File: config.mk
export PLATFORM = sky130hd
export DESIGN_NAME = load_store_unit
export DESIGN_NICKNAME = d
export VERILOG_FILES = /design/src/rtl/load_store_unit_pkg.sv /design/src/rtl/lsu_data_align.sv /design/src/rtl/load_store_unit.sv
export SDC_FILE = /design/constraint.sdc
export NUM_CORES = 1
export LEC_CHECK = 0
export CAP_MARGIN = 0
export CORE_MARGIN = 4
export CORE_UTILIZATION = 40
export DETAILED_ROUTE_END_ITERATION = 7
export MAX_ROUTING_LAYER = met4
export PLACE_DENSITY = 0.73
export SYNTH_ARGS = -nofsm -noshare
export SYNTH_HDL_FRONTEND = slang
export SYNTH_SLANG_ARGS = --single-unit
File: constraint.sdc
create_clock -name clk -period 2.1 [get_ports clk]
set_input_delay 0.42 -clock clk [delete_from_list [all_inputs] [get_ports clk]]
set_output_delay 0.42 -clock clk [all_outputs]
set_load 0.02 [all_outputs]
File: src/rtl/load_store_unit_pkg.sv
// Shared definitions for the load/store unit: width codes, FSM encodings,
// bus command payload and legality helpers.
package load_store_unit_pkg;

  localparam logic [2:0] LSU_B  = 3'b000;
  localparam logic [2:0] LSU_H  = 3'b001;
  localparam logic [2:0] LSU_W  = 3'b010;
  localparam logic [2:0] LSU_BU = 3'b100;
  localparam logic [2:0] LSU_HU = 3'b101;

  localparam logic [1:0] ST_IDLE    = 2'd0;
  localparam logic [1:0] ST_REQUEST = 2'd1;
  localparam logic [1:0] ST_RESPOND = 2'd2;

  typedef struct packed {
    logic        we;
    logic [31:0] addr;
    logic [3:0]  wstrb;
    logic [31:0] wdata;
  } mem_cmd_t;

  function automatic logic lsu_illegal(input logic is_store, input logic [2:0] funct3);
    return (funct3 == 3'b011) || (funct3 == 3'b110) || (funct3 == 3'b111) ||
           (is_store && funct3[2]);
  endfunction

  function automatic logic lsu_misaligned(input logic [2:0] funct3, input logic [1:0] offset);
    return (((funct3 == LSU_H) || (funct3 == LSU_HU)) && offset[0]) ||
           ((funct3 == LSU_W) && (offset != 2'b00));
  endfunction

endpackage

File: src/rtl/lsu_data_align.sv
// Byte-lane steering: store strobes and replication, load lane select and extension.
module lsu_data_align
  import load_store_unit_pkg::*;
(
  input  logic        is_store,
  input  logic [2:0]  funct3,
  input  logic [1:0]  offset,
  input  logic [31:0] store_data,
  input  logic [31:0] rdata,
  output logic [3:0]  wstrb_c,
  output logic [31:0] wdata_c,
  output logic [31:0] load_c
);

  logic [31:0] shifted;

  assign shifted = rdata >> {offset, 3'b000};

  always_comb begin
    wstrb_c = '0;
    wdata_c = '0;
    if (is_store) begin
      case (funct3[1:0])
        2'b00: begin
          wstrb_c = 4'b0001 << offset;
          wdata_c = {4{store_data[7:0]}};
        end
        2'b01: begin
          wstrb_c = 4'b0011 << offset;
          wdata_c = {2{store_data[15:0]}};
        end
        2'b10: begin
          wstrb_c = 4'b1111;
          wdata_c = store_data;
        end
        default: ;
      endcase
    end
  end

  always_comb begin
    load_c = '0;
    case (funct3)
      LSU_B:   load_c = {{24{shifted[7]}}, shifted[7:0]};
      LSU_BU:  load_c = {24'h0, shifted[7:0]};
      LSU_H:   load_c = {{16{shifted[15]}}, shifted[15:0]};
      LSU_HU:  load_c = {16'h0, shifted[15:0]};
      LSU_W:   load_c = rdata;
      default: ;
    endcase
  end

endmodule

File: src/rtl/load_store_unit.sv
// Memory-access stage: one request/ready bus transaction per accepted start,
// with legality checks, timeout abort and extended load return.
module load_store_unit
  import load_store_unit_pkg::*;
#(
  parameter int unsigned TIMEOUT_CYCLES = 255
) (
  input  logic        clk,
  input  logic        rst,
  input  logic        start,
  input  logic        is_store,
  input  logic [2:0]  funct3,
  input  logic [31:0] address,
  input  logic [31:0] store_data,
  output logic        busy,
  output logic        done,
  output logic [31:0] load_data,
  output logic        misaligned,
  output logic        illegal,
  output logic        bus_error,
  output logic        mem_req,
  output logic        mem_we,
  output logic [31:0] mem_addr,
  output logic [3:0]  mem_wstrb,
  output logic [31:0] mem_wdata,
  input  logic        mem_ready,
  input  logic [31:0] mem_rdata
);

  localparam int unsigned CNT_W = 16;
  localparam logic [CNT_W-1:0] CNT_LAST = CNT_W'(TIMEOUT_CYCLES - 1);

  logic [1:0]       state, state_nx;
  logic [CNT_W-1:0] cnt, cnt_nx;
  logic             is_store_q, is_store_nx;
  logic [2:0]       funct3_q, funct3_nx;
  logic [1:0]       offset_q, offset_nx;
  mem_cmd_t         cmd_q, cmd_nx;
  logic             req_nx, busy_nx, done_nx;
  logic             misaligned_nx, illegal_nx, bus_error_nx;
  logic [31:0]      load_data_nx;

  logic             idle;
  logic [3:0]       wstrb_c;
  logic [31:0]      wdata_c, load_c;

  // In IDLE the aligner sees the live request; afterwards the latched copy.
  assign idle = (state == ST_IDLE);

  lsu_data_align u_align (
    .is_store   (idle ? is_store : is_store_q),
    .funct3     (idle ? funct3 : funct3_q),
    .offset     (idle ? address[1:0] : offset_q),
    .store_data (store_data),
    .rdata      (mem_rdata),
    .wstrb_c    (wstrb_c),
    .wdata_c    (wdata_c),
    .load_c     (load_c)
  );

  assign mem_we    = cmd_q.we;
  assign mem_addr  = cmd_q.addr;
  assign mem_wstrb = cmd_q.wstrb;
  assign mem_wdata = cmd_q.wdata;

  always_comb begin
    state_nx      = state;
    cnt_nx        = cnt;
    is_store_nx   = is_store_q;
    funct3_nx     = funct3_q;
    offset_nx     = offset_q;
    cmd_nx        = '0;
    req_nx        = 1'b0;
    misaligned_nx = 1'b0;
    illegal_nx    = 1'b0;
    bus_error_nx  = 1'b0;
    load_data_nx  = '0;
    case (state)
      ST_IDLE: begin
        if (start) begin
          is_store_nx = is_store;
          funct3_nx   = funct3;
          offset_nx   = address[1:0];
          cnt_nx      = '0;
          if (lsu_illegal(is_store, funct3)) begin
            illegal_nx = 1'b1;
            state_nx   = ST_RESPOND;
          end else if (lsu_misaligned(funct3, address[1:0])) begin
            misaligned_nx = 1'b1;
            state_nx      = ST_RESPOND;
          end else begin
            state_nx     = ST_REQUEST;
            req_nx       = 1'b1;
            cmd_nx.we    = is_store;
            cmd_nx.addr  = {address[31:2], 2'b00};
            cmd_nx.wstrb = wstrb_c;
            cmd_nx.wdata = wdata_c;
          end
        end
      end
      ST_REQUEST: begin
        // A ready on the final allowed cycle still counts as success.
        if (mem_ready) begin
          state_nx = ST_RESPOND;
          if (!is_store_q) load_data_nx = load_c;
        end else if (cnt == CNT_LAST) begin
          state_nx     = ST_RESPOND;
          bus_error_nx = 1'b1;
        end else begin
          cnt_nx = cnt + CNT_W'(1);
          req_nx = 1'b1;
          cmd_nx = cmd_q;
        end
      end
      ST_RESPOND: state_nx = ST_IDLE;
      default:    state_nx = ST_IDLE;
    endcase
    busy_nx = (state_nx != ST_IDLE);
    done_nx = (state_nx == ST_RESPOND);
  end

  always_ff @(posedge clk) begin
    if (rst) begin
      state      <= ST_IDLE;
      cnt        <= '0;
      is_store_q <= 1'b0;
      funct3_q   <= '0;
      offset_q   <= '0;
      cmd_q      <= '0;
      mem_req    <= 1'b0;
      busy       <= 1'b0;
      done       <= 1'b0;
      misaligned <= 1'b0;
      illegal    <= 1'b0;
      bus_error  <= 1'b0;
      load_data  <= '0;
    end else begin
      state      <= state_nx;
      cnt        <= cnt_nx;
      is_store_q <= is_store_nx;
      funct3_q   <= funct3_nx;
      offset_q   <= offset_nx;
      cmd_q      <= cmd_nx;
      mem_req    <= req_nx;
      busy       <= busy_nx;
      done       <= done_nx;
      misaligned <= misaligned_nx;
      illegal    <= illegal_nx;
      bus_error  <= bus_error_nx;
      load_data  <= load_data_nx;
    end
  end

endmodule
Word level (Yosys, flattened, before mapping)
Cells that the tools add are included.
{"block": "word_totals", "inputBits": 104, "out_inout_bits": 107, "word_cells": 96, "regBits": 131}
{"block": "classes", "n_bitwise": 4, "n_addsub": 1, "shift": 3, "n_eq_ne": 19, "n_reduce_logical": 20, "n_mux": 33}
{"operator": "2-to-1 mux 69 bit", "n": 5}
{"operator": "case mux 32 bit (5 select lines)", "n": 1}
{"operator": "case mux 69 bit (2 select lines)", "n": 1}
{"operator": "case mux 32 bit (3 select lines)", "n": 1}
{"operator": "2-to-1 mux 16 bit", "n": 3}
{"operator": "2-to-1 mux 32 bit", "n": 1}
{"operator": "case mux 16 bit (2 select lines)", "n": 1}
{"operator": "right shift 32 x 5 -> 16 bit", "n": 1}
{"operator": "adder 16 x 1 -> 16 bit, second input constant", "n": 1}
{"operator": "equality test 16 x 8 -> 1 bit, second input constant", "n": 1}
{"operator": "equality test 3 bit, second input constant", "n": 5}
{"operator": "2-to-1 mux 2 bit", "n": 6}
{"operator": "case mux 4 bit (3 select lines)", "n": 1}
{"operator": "equality test 3 x 2 -> 1 bit, second input constant", "n": 3}
{"operator": "2-to-1 mux 1 bit", "n": 9}
{"operator": "OR reduction 4 bit", "n": 2}
{"operator": "equality test 3 x 1 -> 1 bit, second input constant", "n": 2}
{"operator": "inequality test 2 bit, second input constant", "n": 3}
{"operator": "nonzero test 2 bit", "n": 3}
{"operator": "OR reduction 3 bit", "n": 2}
{"operator": "logical OR 1 bit", "n": 5}
{"operator": "equality test 2 x 1 -> 1 bit, second input constant", "n": 2}
{"operator": "equality test 2 bit, second input constant", "n": 2}
{"operator": "logical NOT 2 bit", "n": 2}
{"operator": "other kinds (12)", "n": 17}

Logic depth before layout (Yosys ltp)
{"block": "depth", "depth_word": 9, "ltp_mapped": 8, "mapped_depth_nobuf": 7}

Cells and area by module
Synthesis repeated with hierarchy kept, for this count alone.
{"block": "unflattened", "cells_unflattened": 584, "hier_area_um2": 5706.7}
{"module": "load_store_unit", "n_inst": 1, "cells_per_inst": 389, "area_per_inst_um2": 4380.5, "seq_area_each_um2": 2582.5}
{"module": "lsu_data_align", "n_inst": 1, "cells_per_inst": 195, "area_per_inst_um2": 1326.3, "seq_area_each_um2": 0.0}

Worst setup path after synthesis
Ideal clock, no wire load.
{"block": "synth_timing", "path_kind": "reg2reg", "start": "register state[1]", "end": "register cmd_q, in the netlist mem_wdata[28]", "setup_slack_ns": 0.080, "setup_ns": 0.134, "n_path_buf": 3, "path_stages_with_launch": 9, "t_arrival_ns": 1.886, "synth_period_minus_slack_ns": 2.020, "required_time_ns": 1.966, "path_cell_list": "dfxtp_1 buf_2 nor2_2 buf_4 mux2i_1 buf_4 mux2_2 a22oi_1 o32ai_1"}
{"block": "synth_between", "elab_chain_cells": 9, "word_cells_on_any_way": 14, "classes_between": "eq/ne (4); mux (8); reduce/logical (2)"}
{"element": "from (decl)", "line": "load_store_unit.sv:33", "source": "logic [1:0] state, state_nx;"}
{"element": "from (signal assigned)", "line": "load_store_unit.sv:138", "source": "state <= state_nx;"}
{"element": "logical NOT 2 bit", "line": "load_store_unit.sv:48, load_store_unit.sv:78"}
{"element": "2-to-1 mux 3 bit", "line": "load_store_unit.sv:52", "source": ".funct3 (idle ? funct3 : funct3_q),"}
{"element": "equality test 2 bit, or another cell as far along", "line": "lsu_data_align.sv:23", "source": "case (funct3[1:0])"}
{"element": "case mux 32 bit (3 select lines)", "line": "lsu_data_align.sv:23"}
{"element": "2-to-1 mux 32 bit", "line": "lsu_data_align.sv:22", "source": "if (is_store) begin"}
{"element": "2-to-1 mux 69 bit", "line": "load_store_unit.sv:88", "source": "end else if (lsu_misaligned(funct3, address[1:0])) begin"}
{"element": "2-to-1 mux 69 bit", "line": "load_store_unit.sv:85", "source": "if (lsu_illegal(is_store, funct3)) begin"}
{"element": "2-to-1 mux 69 bit", "line": "load_store_unit.sv:80", "source": "if (start) begin"}
{"element": "case mux 69 bit (2 select lines)", "line": "load_store_unit.sv:78", "source": "case (state)"}
{"element": "to (signal assigned)", "line": "load_store_unit.sv:143", "source": "cmd_q <= cmd_nx;"}
{"element": "to (decl)", "line": "load_store_unit.sv:38", "source": "mem_cmd_t cmd_q, cmd_nx;"}
Several ways; a longest one is shown, not always the timed one.
A chain may end at the register's enable or synchronous reset.

Worst setup path after layout
{"block": "layout_timing", "start": "register state[0]", "end": "register load_data[15]"}
{"block": "layout_between", "elab_chain_cells": 4, "word_cells_on_any_way": 13, "classes_between": "eq/ne (5); shift (1); mux (3); bitwise (1); reduce/logical (3)"}
{"element": "logical NOT 2 bit", "line": "load_store_unit.sv:48", "source": "assign idle = (state == ST_IDLE);"}
{"element": "2-to-1 mux 2 bit or 2-to-1 mux 3 bit (tied branches)", "line": "load_store_unit.sv:53, load_store_unit.sv:52"}
{"element": "right shift 32 x 5 -> 16 bit, or another cell as far along", "line": "lsu_data_align.sv:17", "source": "assign shifted = rdata >> {offset, 3'b000};"}
{"element": "case mux 32 bit (5 select lines)", "line": "lsu_data_align.sv:43", "source": "case (funct3)"}
{"element": "to (signal assigned)", "line": "load_store_unit.sv:150", "source": "load_data <= load_data_nx;"}
{"element": "to (decl)", "line": "load_store_unit.sv:17", "source": "output logic [31:0] load_data,"}
Several ways; a longest one is shown, not always the timed one.

==> impl_metrics.csv <==
group,metric,value,unit
yosys,synth_area_leaders,"dfxtp_1 (45%), a22oi_1 (9.5%), nor2_1 (5.1%)",
critical_path,worstPathMaxFanout,12,
sta,final-setup-viol-count,0,
power_and_ir_drop,pwr_density_cell,735,nW/um^2
yosys,syn_avg_cell_area,9.39,sq um
yosys,synth_top_cells_by_count,"dfxtp_1 (129), nor2_1 (77), a22oi_1 (72)",
sta,max_slew_margin,56.4,%
floorplan,start_util,40.8,%
detailed_routing,vias,5802,
min_path,worstHoldPathType,"in -> reg",
layout,drive_above_1_share,16.6,%
layout,nets,966,
layout,final_util,64.9,%
yosys,synth-edff-count,0,
sta,tightest_slew,636,ps
clock_tree,cts_tree,"built",
yosys,synthCells,606,
yosys,yosys_most_used_dff,"dfxtp_1",
power_and_ir_drop,leakage,3.32,nW
detailed_routing,drcViolationCount,0,
sta,fmax,486,MHz
placement,place_congestion,0.866,
clock_tree,cts_sinks,129,
yosys,ys_seq_area_share,45.4,%
power_and_ir_drop,p_total,6.65,mW
detailed_routing,avgViaCountPerCell,5.52,
sta,min_period,2060,ps
clock_tree,insertion_delay,410,ps
yosys,yosysTopAreaCell,"dfxtp_1",
floorplan,die-area,16200,sq um
grt,grt_pass1_vias,5801,
sta,fin_hold_ws,433,ps
critical_path,required,2360,ps
grt,overflow,0,
grt,grt_pass1_wl,29400,um
layout,instances_no_fill,1052,
outcome,status,"finished clean",
clock_tree,clockBufferDepth,2,
clock_tree,clk_pin_slew_worst_paths,60,ps
yosys,yosysMostFrequentCell,"dfxtp_1",
yosys,synth_seq_cells,129,
critical_path,crit_path_start_kind,"flop",
sta,rsz0062_at_grt,"no",
yosys,synth.distinct_cells,69,
sta,skew,10.1,ps
clock_tree,cts_buffers,17,
clock_tree,cts_max_level,4,
detailed_routing,drt_wl_total,19000,um
placement,post-place-ws,-548,ps
grt,grtUsageTotal,23.4,%
yosys,synth_top_area_share,45.4,%
grt,antenna_found_initial,0,
clock_tree,cts_hold_buf,0,
sta,hold_violations,0,
placement,place_hpwl,14500,um
detailed_routing,antenna_left,0,
placement,place_inst,1019,
yosys,yosysWarningCount,0,
layout,n_antenna_cell,0,
critical_path,cp-end-kind,"flop",
sta,layout_setup_ws,42.6,ps
grt,grt_max_degree,64,
critical_path,path_class,"reg -> reg",
floorplan,core,13900,sq um
detailed_routing,wl_per_cell,18.0,um
floorplan,fp.dieW,127,um
sta,fin_crit_sh,98.0,%
yosys,async_reset_ff_share,0,%
run,drv_cap,0,
sta,final.setup.tns,0,ps
critical_path,worst_ep_arrival_time,2320,ps
sta,report.final.slew_viol_count,0,
detailed_routing,firstDrtPassIters,4,
layout,area_delta_synth_final,59.0,%
layout,postLayoutCellArea,9050,sq um
floorplan,pin_count,211,
floorplan,dieHeight,127,um
detailed_routing,drt_iter0_drc,457,
placement,io_buffers,208,
power_and_ir_drop,vdd_ir_drop_max,556,uV
clock_tree,cts_root_buf,"clkbuf_16",
floorplan,rows,43,
placement,placed_area,8380,sq um
yosys,syn_area,5690,sq um
## logic make-up (layout without fill, tap and decap cells)
group,Yosys count,in the layout,synth area share (%)
flip-flops,129,129,45.4
other,1,2,0.0659
adder cells (fa/ha/maj),2,2,0.440
multiplexers,24,24,4.92
XOR/XNOR,11,11,1.69
AND/OR/NAND/NOR,183,183,15.6
buffers and inverters,56,321,4.66
AO/OA/AOI/OAI,200,200,27.3
## flip-flops by register name, summed over array words and instances, names as in the netlist
name and flops:
bus_error 1, busy 1, cnt 16, done 1, funct3_q 3, illegal 1, is_store_q 1, load_data 32
mem_addr 30, mem_req 1, mem_wdata 32, mem_we 1, mem_wstrb 4, misaligned 1, offset_q 2, state 2
## critical path: stages (launching register included)
cell     delay (ps)
dfxtp_1         330
buf_4           190
or2_2           350
mux2_4          370
and2_4          160
a32oi_4         230
buf_6           160
a31oi_1         110
## cell type report
cell class / instances / area, sq um
well taps: 180 / 225
clock buffers: 19 / 433
fillers: 1119 / 4890
flip-flops and latches: 129 / 2580
inverters: 10 / 37.5
clock inverters: 12 / 160
multi-input cells: 422 / 2900
repair buffers: 280 / 2710
## final timing paths
check / from / endpoint / slack [ps] / cells past startpoint
max: state[0]$_SDFF_PP0_ / load_data[15]$_SDFF_PP0_ / 40 / 7
min: rst / funct3_q[2]$_SDFFE_PP0P_ / 430 / 3
max reg2reg: state[0]$_SDFF_PP0_ / load_data[15]$_SDFF_PP0_ / 40 / 7
min reg2reg: mem_wstrb[1]$_SDFFE_PP0P_ / mem_wstrb[1]$_SDFFE_PP0P_ / 450 / 2
## metal layers
metal | up-vias | share of wire [%] | track usage [%]
li1 | 2757 | - | -
met1 | 2741 | 41 | 27.6
met2 | 278 | 48 | 37.5
met3 | 26 | 9.1 | 8.44
met4 | 0 | 1.9 | 6.88
met5 | - | 0 | -
## power by group
group          switching (mW)  total [mW]  leakage [nW]  internal [mW]
registers              0.0293        2.52          1.04           2.49
logic                   0.562        1.17          2.00          0.604
clock network            1.10        2.96         0.276           1.87
## placed cells by master, fill, tap and decap left out, types with 8 or more instances in the layout
| master | Yosys | final |
|---|---|---|
| clkdlybuf4s50_1 | 0 | 207 |
| dfxtp_1 | 129 | 129 |
| nor2_1 | 77 | 75 |
| a22oi_1 | 72 | 71 |
| buf_4 | 8 | 62 |
| nand2_1 | 40 | 40 |
| a21oi_1 | 25 | 24 |
| a22o_1 | 21 | 21 |
| a31oi_1 | 17 | 17 |
| clkbuf_16 | 0 | 17 |
| nand3_1 | 11 | 11 |
| inv_1 | 10 | 10 |
| mux2i_1 | 10 | 9 |
| xor2_1 | 9 | 9 |
| mux2_2 | 9 | 9 |
| o32ai_1 | 8 | 8 |
## repair_timing
item / CTS / global route
gates resized for setup: 1 / 12
setup endpoints to repair: 30 / 69
buffers inserted: 0 / 2
cloned: 0 / 0
Power figures use the tool's default switching activity.
